<file path="src/rtl/wb_arbiter_pkg.sv">
// rtl/wb_arbiter_pkg.sv - shared widths, load encodings, FIFO entry type and load formatter
package wb_arbiter_pkg;

  localparam int REG_W      = 32;
  localparam int REG_ADDR_W = 5;
  localparam int REG_NUM    = 32;

  localparam int WB_FIFO_DEPTH   = 4;
  localparam int WB_STARVE_LIMIT = 3;

  localparam logic [2:0] F3_LB  = 3'b000;
  localparam logic [2:0] F3_LH  = 3'b001;
  localparam logic [2:0] F3_LW  = 3'b010;
  localparam logic [2:0] F3_LBU = 3'b100;
  localparam logic [2:0] F3_LHU = 3'b101;

  typedef struct packed {
    logic [REG_ADDR_W-1:0] rd;
    logic [REG_W-1:0]      data;
  } ld_entry_t;

  // Byte/halfword select plus extension; any unlisted funct3 passes the word through.
  function automatic logic [REG_W-1:0] format_load(input logic [REG_W-1:0] raw,
                                                   input logic [2:0]       funct3,
                                                   input logic [1:0]       offset);
    logic [7:0]       b;
    logic [15:0]      h;
    logic [REG_W-1:0] r;
    case (offset)
      2'd0:    b = raw[7:0];
      2'd1:    b = raw[15:8];
      2'd2:    b = raw[23:16];
      default: b = raw[31:24];
    endcase
    h = offset[1] ? raw[31:16] : raw[15:0];
    case (funct3)
      F3_LB:   r = {{24{b[7]}}, b};
      F3_LH:   r = {{16{h[15]}}, h};
      F3_LBU:  r = {24'b0, b};
      F3_LHU:  r = {16'b0, h};
      default: r = raw;
    endcase
    return r;
  endfunction

endpackage

</file>
<file path="src/rtl/wb_load_fifo.sv">
// rtl/wb_load_fifo.sv - synchronous FIFO of formatted load results {rd, data}
module wb_load_fifo
  import wb_arbiter_pkg::*;
#(
  parameter int DEPTH = 4
) (
  input  logic                   clk,
  input  logic                   rst,
  input  logic                   push,
  input  ld_entry_t              push_data,
  input  logic                   pop,
  output ld_entry_t              head,
  output logic                   full,
  output logic                   empty,
  output logic [$clog2(DEPTH):0] count
);

  localparam int PW = $clog2(DEPTH);
  localparam int CW = PW + 1;

  ld_entry_t         mem [DEPTH];
  logic [PW-1:0]     wr_ptr;
  logic [PW-1:0]     rd_ptr;
  logic              do_push;
  logic              do_pop;

  assign full    = (count == CW'(DEPTH));
  assign empty   = (count == '0);
  assign do_push = push && !full;
  assign do_pop  = pop && !empty;
  assign head    = mem[rd_ptr];

  // Storage array; reset only clears the pointers, so stale contents are simply unreachable.
  always_ff @(posedge clk) begin
    if (do_push) begin
      mem[wr_ptr] <= push_data;
    end
  end

  // Circular pointers and occupancy; push+pop together leaves the count unchanged.
  always_ff @(posedge clk) begin
    if (rst) begin
      wr_ptr <= '0;
      rd_ptr <= '0;
      count  <= '0;
    end else begin
      if (do_push) wr_ptr <= wr_ptr + PW'(1);
      if (do_pop)  rd_ptr <= rd_ptr + PW'(1);
      case ({do_push, do_pop})
        2'b10:   count <= count + CW'(1);
        2'b01:   count <= count - CW'(1);
        default: count <= count;
      endcase
    end
  end

endmodule

</file>
<file path="src/rtl/wb_arbiter.sv">
// rtl/wb_arbiter.sv - writeback arbiter driving the register-file write port (option: WB_PENDING_SCOREBOARD_EN)
module wb_arbiter
  import wb_arbiter_pkg::*;
#(
  parameter int LD_FIFO_DEPTH = WB_FIFO_DEPTH,
  parameter int STARVE_LIMIT  = WB_STARVE_LIMIT
) (
  input  logic                           clk,
  input  logic                           rst,
  input  logic                           rdy,
  input  logic                           alu_valid,
  input  logic [REG_ADDR_W-1:0]          alu_rd,
  input  logic [REG_W-1:0]               alu_data,
  output logic                           alu_stall,
  input  logic                           ld_valid,
  output logic                           ld_ready,
  input  logic [REG_ADDR_W-1:0]          ld_rd,
  input  logic [REG_W-1:0]               ld_raw,
  input  logic [2:0]                     ld_funct3,
  input  logic [1:0]                     ld_offset,
  output logic                           we,
  output logic [REG_ADDR_W-1:0]          waddr,
  output logic [REG_W-1:0]               wdata,
  output logic [$clog2(LD_FIFO_DEPTH):0] ld_count,
  output logic [REG_NUM-1:0]             pending_mask
);

  localparam int CNT_W = $clog2(LD_FIFO_DEPTH) + 1;
  localparam int SW    = $clog2(STARVE_LIMIT + 1);

  logic          fifo_full;
  logic          fifo_empty;
  ld_entry_t     fifo_head;
  ld_entry_t     push_entry;
  logic          push;
  logic          pop;
  logic          alu_win;
  logic [SW-1:0] starve_cnt;
  logic [SW-1:0] starve_next;

  // Loads to x0 are handshaken but dropped; everything is frozen while rdy is low.
  assign ld_ready   = !fifo_full && rdy;
  assign push       = ld_valid && ld_ready && (ld_rd != '0);
  assign alu_win    = rdy && alu_valid && !alu_stall;
  assign pop        = rdy && !alu_win && !fifo_empty;
  assign push_entry = '{rd: ld_rd, data: format_load(ld_raw, ld_funct3, ld_offset)};

  wb_load_fifo #(
    .DEPTH(LD_FIFO_DEPTH)
  ) u_fifo (
    .clk      (clk),
    .rst      (rst),
    .push     (push),
    .push_data(push_entry),
    .pop      (pop),
    .head     (fifo_head),
    .full     (fifo_full),
    .empty    (fifo_empty),
    .count    (ld_count)
  );

  // Count ALU wins that bypass a waiting load; any pop or an empty FIFO restarts the count.
  always_comb begin
    starve_next = starve_cnt;
    if (pop || fifo_empty) begin
      starve_next = '0;
    end else if (alu_win) begin
      starve_next = starve_cnt + SW'(1);
    end
  end

  // Reaching the limit stalls the ALU for one cycle, which forces a pop and clears the count.
  always_ff @(posedge clk) begin
    if (rst) begin
      starve_cnt <= '0;
      alu_stall  <= 1'b0;
    end else if (rdy) begin
      starve_cnt <= starve_next;
      alu_stall  <= (starve_next == SW'(STARVE_LIMIT));
    end
  end

  // Registered write port: ALU has priority, otherwise drain the FIFO head.
  always_ff @(posedge clk) begin
    if (rst) begin
      we    <= 1'b0;
      waddr <= '0;
      wdata <= '0;
    end else if (rdy) begin
      if (alu_win) begin
        we    <= (alu_rd != '0);
        waddr <= alu_rd;
        wdata <= alu_data;
      end else if (pop) begin
        we    <= 1'b1;
        waddr <= fifo_head.rd;
        wdata <= fifo_head.data;
      end else begin
        we    <= 1'b0;
      end
    end
  end

`ifdef WB_PENDING_SCOREBOARD_EN
  assign pending_mask[0] = 1'b0;

  genvar r;
  for (r = 1; r < REG_NUM; r++) begin : g_pend
    logic [CNT_W-1:0] cnt;
    logic             inc;
    logic             dec;

    assign inc             = push && (ld_rd == REG_ADDR_W'(r));
    assign dec             = pop && (fifo_head.rd == REG_ADDR_W'(r));
    assign pending_mask[r] = |cnt;

    // Number of queued entries targeting this register.
    always_ff @(posedge clk) begin
      if (rst) begin
        cnt <= '0;
      end else if (inc && !dec) begin
        cnt <= cnt + CNT_W'(1);
      end else if (dec && !inc) begin
        cnt <= cnt - CNT_W'(1);
      end
    end
  end
`else
  assign pending_mask = '0;
`endif

endmodule

</file>
<file path="config.mk">
export PLATFORM = sky130hd
export DESIGN_NAME = wb_arbiter
export DESIGN_NICKNAME = d
export VERILOG_FILES = /design/src/rtl/wb_arbiter_pkg.sv /design/src/rtl/wb_load_fifo.sv /design/src/rtl/wb_arbiter.sv
export SDC_FILE = /design/constraint.sdc
export NUM_CORES = 1
export LEC_CHECK = 0
export CORE_UTILIZATION = 30
export DETAILED_ROUTE_END_ITERATION = 7
export PLACE_DENSITY = 0.59
export SETUP_SLACK_MARGIN = 0.4
export SLEW_MARGIN = 0
export SYNTH_ARGS = -nofsm -noshare
export SYNTH_HDL_FRONTEND = slang
export SYNTH_SLANG_ARGS = --single-unit
</file>
<file path="constraint.sdc">
create_clock -name clk -period 3.7 [get_ports clk]
set_input_delay 0.74 -clock clk [delete_from_list [all_inputs] [get_ports clk]]
set_output_delay 0.74 -clock clk [all_outputs]
set_load 0.005 [all_outputs]
</file>
* Yosys cells after proc, flatten, opt, wreduce, memory -nomap -nowiden
Memory sizes are Yosys's and may differ from the RTL's. A register that Yosys moved wholly into a read port is not among the register bits.
Index checks and enable logic that the tools add are counted.
** Storage, ports and cells
- Flip-flop bits (word level) :: 48
- Bits in latches :: 0
- RAM bits :: 148
- Memory bits (read-only) :: 0
- Bits of input ports :: 84
- Output and inout bits :: 75
- Memories kept :: 1
** Cells by class
- Add/subtract/negate cells :: 5
- Multiply operators :: 0
- Div/mod/pow operators :: 0
- Magnitude comparators :: 0
- Equal/unequal tests :: 9
- Shift-type cells :: 0
- Mux-type cells :: 16
- Bitwise gates (word level) :: 0
- Reductions and logical operators :: 22
** Memories
- u_fifo.mem :: depth 4, bits a word 37, rd ports 1, clocked after memory_dff 1, write ports 1, RTL line wb_load_fifo.sv:21 : ld_entry_t mem [DEPTH];
** Operators by type and width (count)
- $pmux W32 S4 :: 1
- $mux W32 :: 2
- $pmux W8 S3 :: 1
- $mux W16 :: 1
- $mux W5 :: 2
- $reduce_bool A5 Y1 :: 2
- $eq A3 B3 Y1 const B :: 3
- $logic_and A1 B1 Y1 :: 9
- $mux W2 :: 4
- $add A2 B1 Y2 const B :: 3
- $eq A2 B2 Y1 const B :: 3
- $logic_not A3 Y1 :: 2
- $pmux W3 S2 :: 1
- $eq A2 B1 Y1 const B :: 2
- $logic_not A1 Y1 :: 4
- $mux W1 :: 4
- $reduce_bool A2 Y1 :: 2
- $add A3 B1 Y3 const B :: 1
- $eq A3 B1 Y1 const B :: 1
- $sub A3 B1 Y3 const B :: 1
- $logic_not A2 Y1 :: 1
- $reduce_and A2 Y1 :: 1
- $logic_or A1 B1 Y1 :: 1

* Longest topological paths before layout
Gate-level depths: netlist of run 1.
- Depth in word-level cells :: 8
- Gate-level depth with buffers :: 10

* Cells and area by module
A second synthesis of run 1 with hierarchy kept.
** Second synthesis, totals
- Cells, all modules :: 600
- Area, all modules :: 8609.5 µm²
** Modules (own cells, without submodules)
- wb_load_fifo :: times used 1, cells an instance 247, area each 5870.6 µm²
- wb_arbiter :: times used 1, cells an instance 353, area each 2738.9 µm²

* Worst setup path after synthesis of run 1
Ideal clock, no wire load.
- Kind :: input port to flip-flop
- Start point :: in ld_rd[0]
- End point :: reg u_fifo.count[2]
- Setup time :: 0.070 ns
- Arrival time :: 2.707 ns
- Required time :: 3.630 ns
- Slack :: 0.922 ns
- Cell stages on the path :: 9
- Buffers on the path :: 0
- Cell sequence :: or4_4 o211a_4 inv_1 ha_1 inv_1 fa_1 xor2_1 or3_1 a21oi_1
** Between the ends
- Cells in the longest elaborated chain, start to end :: 5
- Elaborated cells on any way between the ends :: 7
- Those cells by class :: eq/ne: 2; mux: 1; reduce/logical: 4
** RTL lines
- from (decl) :: RTL line wb_arbiter.sv:17 : input logic [REG_ADDR_W-1:0] ld_rd,
- $reduce_bool A5 Y1 (*) :: RTL line wb_arbiter.sv:43 : assign push = ld_valid && ld_ready && (ld_rd != '0);
- $logic_and A1 B1 Y1 (*) :: RTL line wb_arbiter.sv:43
- $logic_and A1 B1 Y1 (*) :: RTL line wb_load_fifo.sv:29 : assign do_push = push && !full;
- $eq A2 B1 Y1 / $eq A2 B2 Y1 (equally long branches) :: RTL line wb_load_fifo.sv:49 : case ({do_push, do_pop})
- $pmux W3 S2 / $reduce_bool A2 Y1 (equally long branches)
- to (signal assigned) :: RTL line wb_load_fifo.sv:50 : 2'b10: count <= count + CW'(1);
- to (signal assigned) :: RTL line wb_load_fifo.sv:51 : 2'b01: count <= count - CW'(1);
- to (signal assigned) :: RTL line wb_load_fifo.sv:52 : default: count <= count;
- to (decl) :: RTL line wb_load_fifo.sv:15 : output logic [$clog2(DEPTH):0] count
Every way passes the cells marked *; elsewhere a longest branch is shown, timed or not.
A chain may end at the register's enable or synchronous reset.

* Worst setup path after layout of run 1
Same ends and word-level chain as after synthesis.

==> impl_results.md, run 1 <==
- Count of flip-flops with a built-in enable after synthesis: 148
- Cell depth of the worst hold path: 2
- Total Routed Length: 20840 um
- Top cells by instance count after synthesis: sky130_fd_sc_hd__edfxtp_1 (148), sky130_fd_sc_hd__nand2_1 (112), sky130_fd_sc_hd__dfxtp_1 (50), sky130_fd_sc_hd__mux4_2 (37), sky130_fd_sc_hd__a21oi_1 (35)
- Beginning of the critical path: ld_rd[0]
- Placeable Area: 28090 um2
- Setup violation total in the final timing report: 0
- Grt ovf: 0
- Number of gates given a new drive strength after cts: 0
- TritonCTS sink count: 198
- Global placement routability congestion: 0.7889
- Proportion of synthesized chip area in sequential cells: 0.6276
- Post-CTS Repair Setup Buffers: 0
- CTS buffer count: 17
- Slew Limit Headroom: 0.4853
- #FFs+latches synth: 198
- Setup skew after layout: 0.009969 ns
- # DRC: 0
- Cell depth of the worst flop-to-flop path: 5
- PnR worst setup slack: 0.7345 ns
- Clock H-tree levels: 4
- Fraction of post-synthesis cell area in the top cell type by area: 0.5123
- Worst ir drop on vdd: 315.9 uV
- Root Driver: sky130_fd_sc_hd__clkbuf_16
- Vias: 5558
- Critical path peak fanout: 7
- Endpoint of the most critical register-to-register path: u_fifo.mem[3][27]
- Data arrival, critical path: 3.32 ns
- Dpl ws: 0.2742 ns
- Most area-consuming cells after synthesis: sky130_fd_sc_hd__edfxtp_1 (51%), sky130_fd_sc_hd__dfxtp_1 (12%), sky130_fd_sc_hd__mux4_2 (9.6%)
- Crit path kind: in -> reg
- Share of layout cells above drive strength 1: 0.1399
- Startpoint class of the critical path: input port
- Post-DR wirelength/cell: 18.12 um
- Setup Total Neg Slack: 0 ns
- Worst hold path class: reg -> reg
- Leak: 3.678 nW
- Hold violation total from the final report: 0
- Data required time of the critical path: 4.06 ns
- Count of nets after finishing: 849
- Avg Inst Size Synth: 13.62 um2
- DR vias/cell: 4.833
- Run status: completed
- Count of input and output buffers: 126
- Antenna diode count: 0
- Number of warnings reported in the yosys synthesis log: 0
- Die Outline Area: 29600 um2
- First-pass iteration count of the detailed router: 5
- Number of global-route vias before repair: 5497
- IO Count: 159
- Clock tree from TritonCTS: done
- Crit share post-route: 0.8015
- Overall track demand over capacity in global routing: 0.1467
- Total half-perimeter wirelength after legalization and detailed placement: 14100 um
- PwrDens: 464.6 nW/um2
- Worst r2r src: u_fifo.count[0]
- MaxCap Viol Count: 0
- Synthesized instance count: 637
- Number of antenna violations at the first check in global routing: 1
- Most used DFF post-synth: sky130_fd_sc_hd__edfxtp_1
- Number of library cell types mapped by synthesis: 52
- First-pass GRT wire length: 31740 um
- Cell Rows: 61
- Setup repair after global routing missed its margin: false
- Initial cell density of the core: 0.3089
- Library cell with the highest instance count after synthesis: sky130_fd_sc_hd__edfxtp_1
- First-iteration detailed-routing DRC count: 332
- Fin. max-slew vios: 0
- Clock insertion delay at the later pin of the skew report: 0.43 ns
- Chip height: 172.1 um
- Capturing element of the worst setup path: u_fifo.count[2]
- Die X-Extent: 172.1 um
- Maximum number of pins on one net before global-route repair: 42
- Clk slew on worst S/H paths: 0.07 ns
- Register-to-Register Setup Slack: 1.44 ns
- Critical path endpoint category: flop
- FFs w/ async S/R, synth: 0
- Maximum clock frequency: 0.3372 GHz
- Netlist area before placement: 8676 um2
- Hold buffer count at CTS: 0
- Power consumption: 0.005017 W
- Synth area leader: sky130_fd_sc_hd__edfxtp_1
- Least-Margin Pin Slew: 0.7702 ns
- Largest buffer count on any clock path: 2
- Area delta synth->final: 24.47%
- Clock period minus worst slack: 2.966 ns
- Startpoint of the tightest hold check path: wdata[13]
- Number of nets with antenna violations after routing: 0
## layout make-up
cell class	count	area, um2
sequential	198	5446
timing repair buffer	145	1411
fill	2698	17290
multi-input combinational	388	2841
clock buffer	18	429.2
inverter	9	33.78
clock inverter	14	163.9
tap	378	473.0
## layer usage
metal,part of all wire,track usage,up-vias
met5,0,0,-
met4,0.0088,0.03963,0
met3,0.052,0.03182,14
met2,0.48,0.2383,199
met1,0.46,0.1974,2754
li1,-,-,2591
## worst min path at each step
stage,endpoint
finish,wdata[13]
global route,wdata[5]
CTS,wdata[5]
detailed placement,wdata[5]
global placement,starve_cnt[0]
floorplan,starve_cnt[0]
## kinds of logic after synthesis
| group | after synthesis | synth area share |
|---|---|---|
| compound gates | 115 | 0.09158 |
| xor+xnor | 4 | 0.004039 |
| fa+ha+maj | 6 | 0.009518 |
| buf+inv | 82 | 0.05826 |
| flops | 198 | 0.6276 |
| mux | 46 | 0.1079 |
| other cells | 1 | 0.0004322 |
| simple gates | 185 | 0.1007 |
## cell usage in the layout, fill, tap and decap left out, types with 2 or more instances in the layout
cell type / netlist / routed
sky130_fd_sc_hd__nand2b_1: 4 / 4
sky130_fd_sc_hd__o2bb2ai_1: 5 / 5
sky130_fd_sc_hd__clkbuf_16: 0 / 17
sky130_fd_sc_hd__a31oi_1: 33 / 33
sky130_fd_sc_hd__inv_8: 0 / 3
sky130_fd_sc_hd__mux2_2: 6 / 6
sky130_fd_sc_hd__nor2_1: 16 / 16
sky130_fd_sc_hd__a221oi_2: 5 / 5
sky130_fd_sc_hd__mux2i_1: 2 / 2
sky130_fd_sc_hd__and2_1: 6 / 6
sky130_fd_sc_hd__nand2_1: 112 / 112
sky130_fd_sc_hd__ha_1: 5 / 5
sky130_fd_sc_hd__o21ai_0: 8 / 8
sky130_fd_sc_hd__inv_1: 8 / 8
sky130_fd_sc_hd__a22oi_1: 7 / 7
sky130_fd_sc_hd__a21oi_1: 35 / 35
sky130_fd_sc_hd__nor2b_1: 2 / 2
sky130_fd_sc_hd__conb_1: 1 / 32
sky130_fd_sc_hd__or3_1: 2 / 2
sky130_fd_sc_hd__clkinv_8: 0 / 3
sky130_fd_sc_hd__dfxtp_1: 50 / 49
sky130_fd_sc_hd__mux4_2: 37 / 37
sky130_fd_sc_hd__clkdlybuf4s50_1: 0 / 125
sky130_fd_sc_hd__inv_6: 0 / 3
sky130_fd_sc_hd__buf_4: 33 / 18
sky130_fd_sc_hd__a211oi_1: 4 / 4
sky130_fd_sc_hd__xor2_1: 2 / 2
sky130_fd_sc_hd__edfxtp_1: 148 / 148
sky130_fd_sc_hd__nand3b_1: 2 / 2
sky130_fd_sc_hd__and3_1: 32 / 32
sky130_fd_sc_hd__xnor2_1: 2 / 2
sky130_fd_sc_hd__a221o_1: 9 / 9
## worst max-delay path, cell delays in order
cell and delay [ns]:
sky130_fd_sc_hd__clkdlybuf4s50_1 0.48, sky130_fd_sc_hd__or4_4 0.57, sky130_fd_sc_hd__o211a_4 0.28, sky130_fd_sc_hd__inv_1 0.06, sky130_fd_sc_hd__ha_1 0.17, sky130_fd_sc_hd__inv_1 0.06
sky130_fd_sc_hd__fa_1 0.37, sky130_fd_sc_hd__xor2_1 0.15, sky130_fd_sc_hd__or3_1 0.31, sky130_fd_sc_hd__a21oi_1 0.14
## registers in the layout (all words and copies together) (netlist names), named ones only
name / count
alu_stall: 1
starve_cnt: 2
u_fifo.count: 3
u_fifo.mem: 148
u_fifo.rd_ptr: 2
u_fifo.wr_ptr: 2
waddr: 5
wdata: 32
we: 1
## through the flow
| step | utilization | std cells | hold slack (ns) | instance area, um2 |
|---|---|---|---|---|
| 2_1_floorplan | - | 668 | 0.4532 | 8792 |
| 3_3_place_gp | 0.3634 | 1118 | 0.4679 | 10210 |
| 3_5_place_dp | 0.3634 | 1118 | 0.4759 | 10210 |
| 4_1_cts | 0.3845 | 1150 | 0.4863 | 10800 |
| 5_1_grt | 0.3845 | 1150 | 0.5003 | 10800 |
| 6_report | 0.3845 | 1150 | 0.4849 | 10800 |
## where the power goes
part	internal [W]	switching (W)	leakage (nW)	total [W]
registers	0.00249	0.0000562	1.76	0.00254
clock network	0.000963	0.000878	0.287	0.00184
logic	0.000316	0.000316	1.63	0.000632
total	0.00377	0.00125	3.68	0.00502
No activity file was read; power rests on OpenSTA's default activity.
==> run 2: changes to the inputs <==
clock period = 2.9 ns   (was 3.7 ns; I/O delays follow)
==> impl_results.md, run 2 (synthesized netlist as in run 1, its figures left out) <==
- Data arrival, critical path: 2.77 ns (-0.55 ns)
- Startpoint class of the critical path: input port
- Fin. max-slew vios: 0 (unchanged)
- Antenna diode count: 0 (unchanged)
- Maximum number of pins on one net before global-route repair: 42 (unchanged)
- Max stage delay cell, worst path: sky130_fd_sc_hd__or4_4
- Share of layout cells above drive strength 1: 0.1549 (+0.01503)
- Cell Chain, Critical Path: dlygate4sd2_1 -> or4_4 -> o211a_4 -> inv_2 -> ha_4 -> inv_1 -> fa_2 -> xor2_1 -> or3_1 -> a21oi_1
- Cell count after placement: 1127 (+0.81%)
- Critical path endpoint category: flop
- Clock insertion delay at the later pin of the skew report: 0.43 ns (about the same)
- CTS buffer count: 17 (unchanged)
- Setup skew after layout: 0.008847 ns (-0.001122 ns)
- DR vias/cell: 4.783 (-1.0%)
- Met1 routing resource usage after global routing: 0.2062 (+0.008765)
- Hold buffer count at CTS: 0 (unchanged)
- Registers with the most flip-flops: u_fifo.mem (148), wdata (32), waddr (5)
- Number of gates given a new drive strength after cts: 7 (+7)
- Leak: 3.768 nW (+2.4%)
- Slew Limit Headroom: 0.4939 (+0.008584)
- Maximum clock frequency: 0.4144 GHz
- Register-to-Register Setup Slack: 0.86 ns (-0.58 ns)
- Global placement routability congestion: 0.8202 (+4.0%)
- Setup Total Neg Slack: 0 ns (unchanged)
- Vias: 5543 (-0.27%)
- First-pass GRT wire length: 31780 um (+0.13%)
- Dpl ws: -0.1388 ns (-0.4130 ns)
- Worst hold path class: reg -> reg
- Number of antenna violations at the first check in global routing: 0 (-1)
- Grt ovf: 0 (unchanged)
- # DRC: 0 (unchanged)
- First-iteration detailed-routing DRC count: 454 (+37%)
- IO Count: 159 (unchanged)
- Placeable Area: 28090 um2 (unchanged)
- Count of input and output buffers: 126 (unchanged)
- Clock period minus worst slack: 2.413 ns
- Number of flip-flops under the largest register name: 148 (unchanged)
- Root Driver: sky130_fd_sc_hd__clkbuf_16
- Post-DR wirelength/cell: 18.06 um (-0.34%)
- Top register by number of flip-flops: u_fifo.mem
- Most Crowded Layer GR: met2
- Clock H-tree levels: 4 (unchanged)
- Crit path kind: in -> reg
- Least-Margin Pin Slew: 0.7591 ns (-0.01105 ns)
- First-pass iteration count of the detailed router: 5 (unchanged)
- Hold violation total from the final report: 0 (unchanged)
- Met2 Use GR: 0.2263 (-0.01192)
- Number of nets with antenna violations after routing: 0 (unchanged)
- Initial cell density of the core: 0.3089 (unchanged)
- Count of nets after finishing: 858 (+1.1%)
- MaxCap Viol Count: 0 (unchanged)
- PwrDens: 602.4 nW/um2 (+30%)
- TritonCTS sink count: 198 (unchanged)
- Critical path peak fanout: 2 (-5)
- Largest buffer count on any clock path: 2 (unchanged)
- Number of global-route vias before repair: 5417 (-1.5%)
- Data required time of the critical path: 3.25 ns (-0.81 ns)
- Crit share post-route: 0.8321
- Run status: completed
- Most common cell after layout, fill and taps aside: sky130_fd_sc_hd__edfxtp_1
- Overall track demand over capacity in global routing: 0.1468 (+0.0001502)
- Commonest non-fill, non-tap cells in the layout: sky130_fd_sc_hd__edfxtp_1 (148), sky130_fd_sc_hd__clkdlybuf4s50_1 (120), sky130_fd_sc_hd__nand2_1 (112)
- Chip height: 172.1 um (unchanged)
- Cell Rows: 61 (unchanged)
- Setup violation total in the final timing report: 0 (unchanged)
- Clock tree from TritonCTS: done
- Post-CTS Repair Setup Buffers: 0 (unchanged)
- Total half-perimeter wirelength after legalization and detailed placement: 13780 um (-2.3%)
- Area delta synth->final: 26.75%
- Delay of the slowest cell on the worst path: 0.54 ns (-0.03 ns)
- Total Routed Length: 20940 um (+0.44%)
- Finished Layout Cells: 1159 (+0.78%)
- Fraction of met3 tracks used by global routing: 0.03021 (-0.001602)
- Die Outline Area: 29600 um2 (unchanged)
- Die X-Extent: 172.1 um (unchanged)
- Setup repair after global routing missed its margin: false
- PnR worst setup slack: 0.4869 ns (-0.2476 ns)
- Clk slew on worst S/H paths: 0.07 ns (about the same)
- Worst ir drop on vdd: 449.3 uV (+42%)
-- run 2: worst max-delay path: cells and delay by family --
kind | cells | cell delay, ns
XOR/XNOR | 1 | 0.15
buffers and inverters | 3 | 0.35
adder cells (fa/ha/maj) | 2 | 0.45
AND/OR/NAND/NOR | 2 | 0.85
AO/OA/AOI/OAI | 2 | 0.39
-- run 2: layout make-up --
class,count,area (um2)
Sequential cell,198,5446
Clock inverter,12,190.2
Tap cell,378,473.0
Clock buffer,20,446.7
Inverter,9,33.78
Fill cell,2658,17090
Timing Repair Buffer,154,1535
Multi-Input combinational cell,388,2872
-- run 2: routing by layer --
metal | wire length (um) | vias up | part of all wire
met5 | 0 | - | 0
met4 | 298 | 0 | 0.014
met3 | 1245 | 24 | 0.059
met2 | 9540 | 188 | 0.46
met1 | 9850 | 2730 | 0.47
li1 | - | 2601 | -
-- run 2: worst paths after layout --
path | startpoint | endpoint | cells after the start
setup reg to reg | u_fifo.count[2] | u_fifo.count[2] | 8
hold reg to reg | starve_cnt[0] | starve_cnt[0] | 2
setup / recovery | ld_rd[2] | u_fifo.count[2] | 10
hold / removal | starve_cnt[0] | starve_cnt[0] | 2
-- run 2: metrics by stage --
stage / hold WS (ns) / power (W) / util / instance area, um2
floorplan: 0.4532 / 0.003775 / - / 8807
global placement: 0.4651 / 0.004151 / 0.3685 / 10350
detailed placement: 0.4671 / 0.004159 / 0.3685 / 10350
CTS: 0.4783 / 0.006687 / 0.3915 / 11000
global route: 0.4962 / 0.006877 / 0.3915 / 11000
finish: 0.4774 / 0.006625 / 0.3915 / 11000
-- run 2: power by group --
| group | internal (W) | leakage (nW) | switching (W) |
|---|---|---|---|
| sequential | 0.00318 | 1.76 | 0.0000559 |
| combinational | 0.000423 | 1.69 | 0.000428 |
| clock | 0.00149 | 0.309 | 0.00105 |
| total | 0.00509 | 3.77 | 0.00154 |
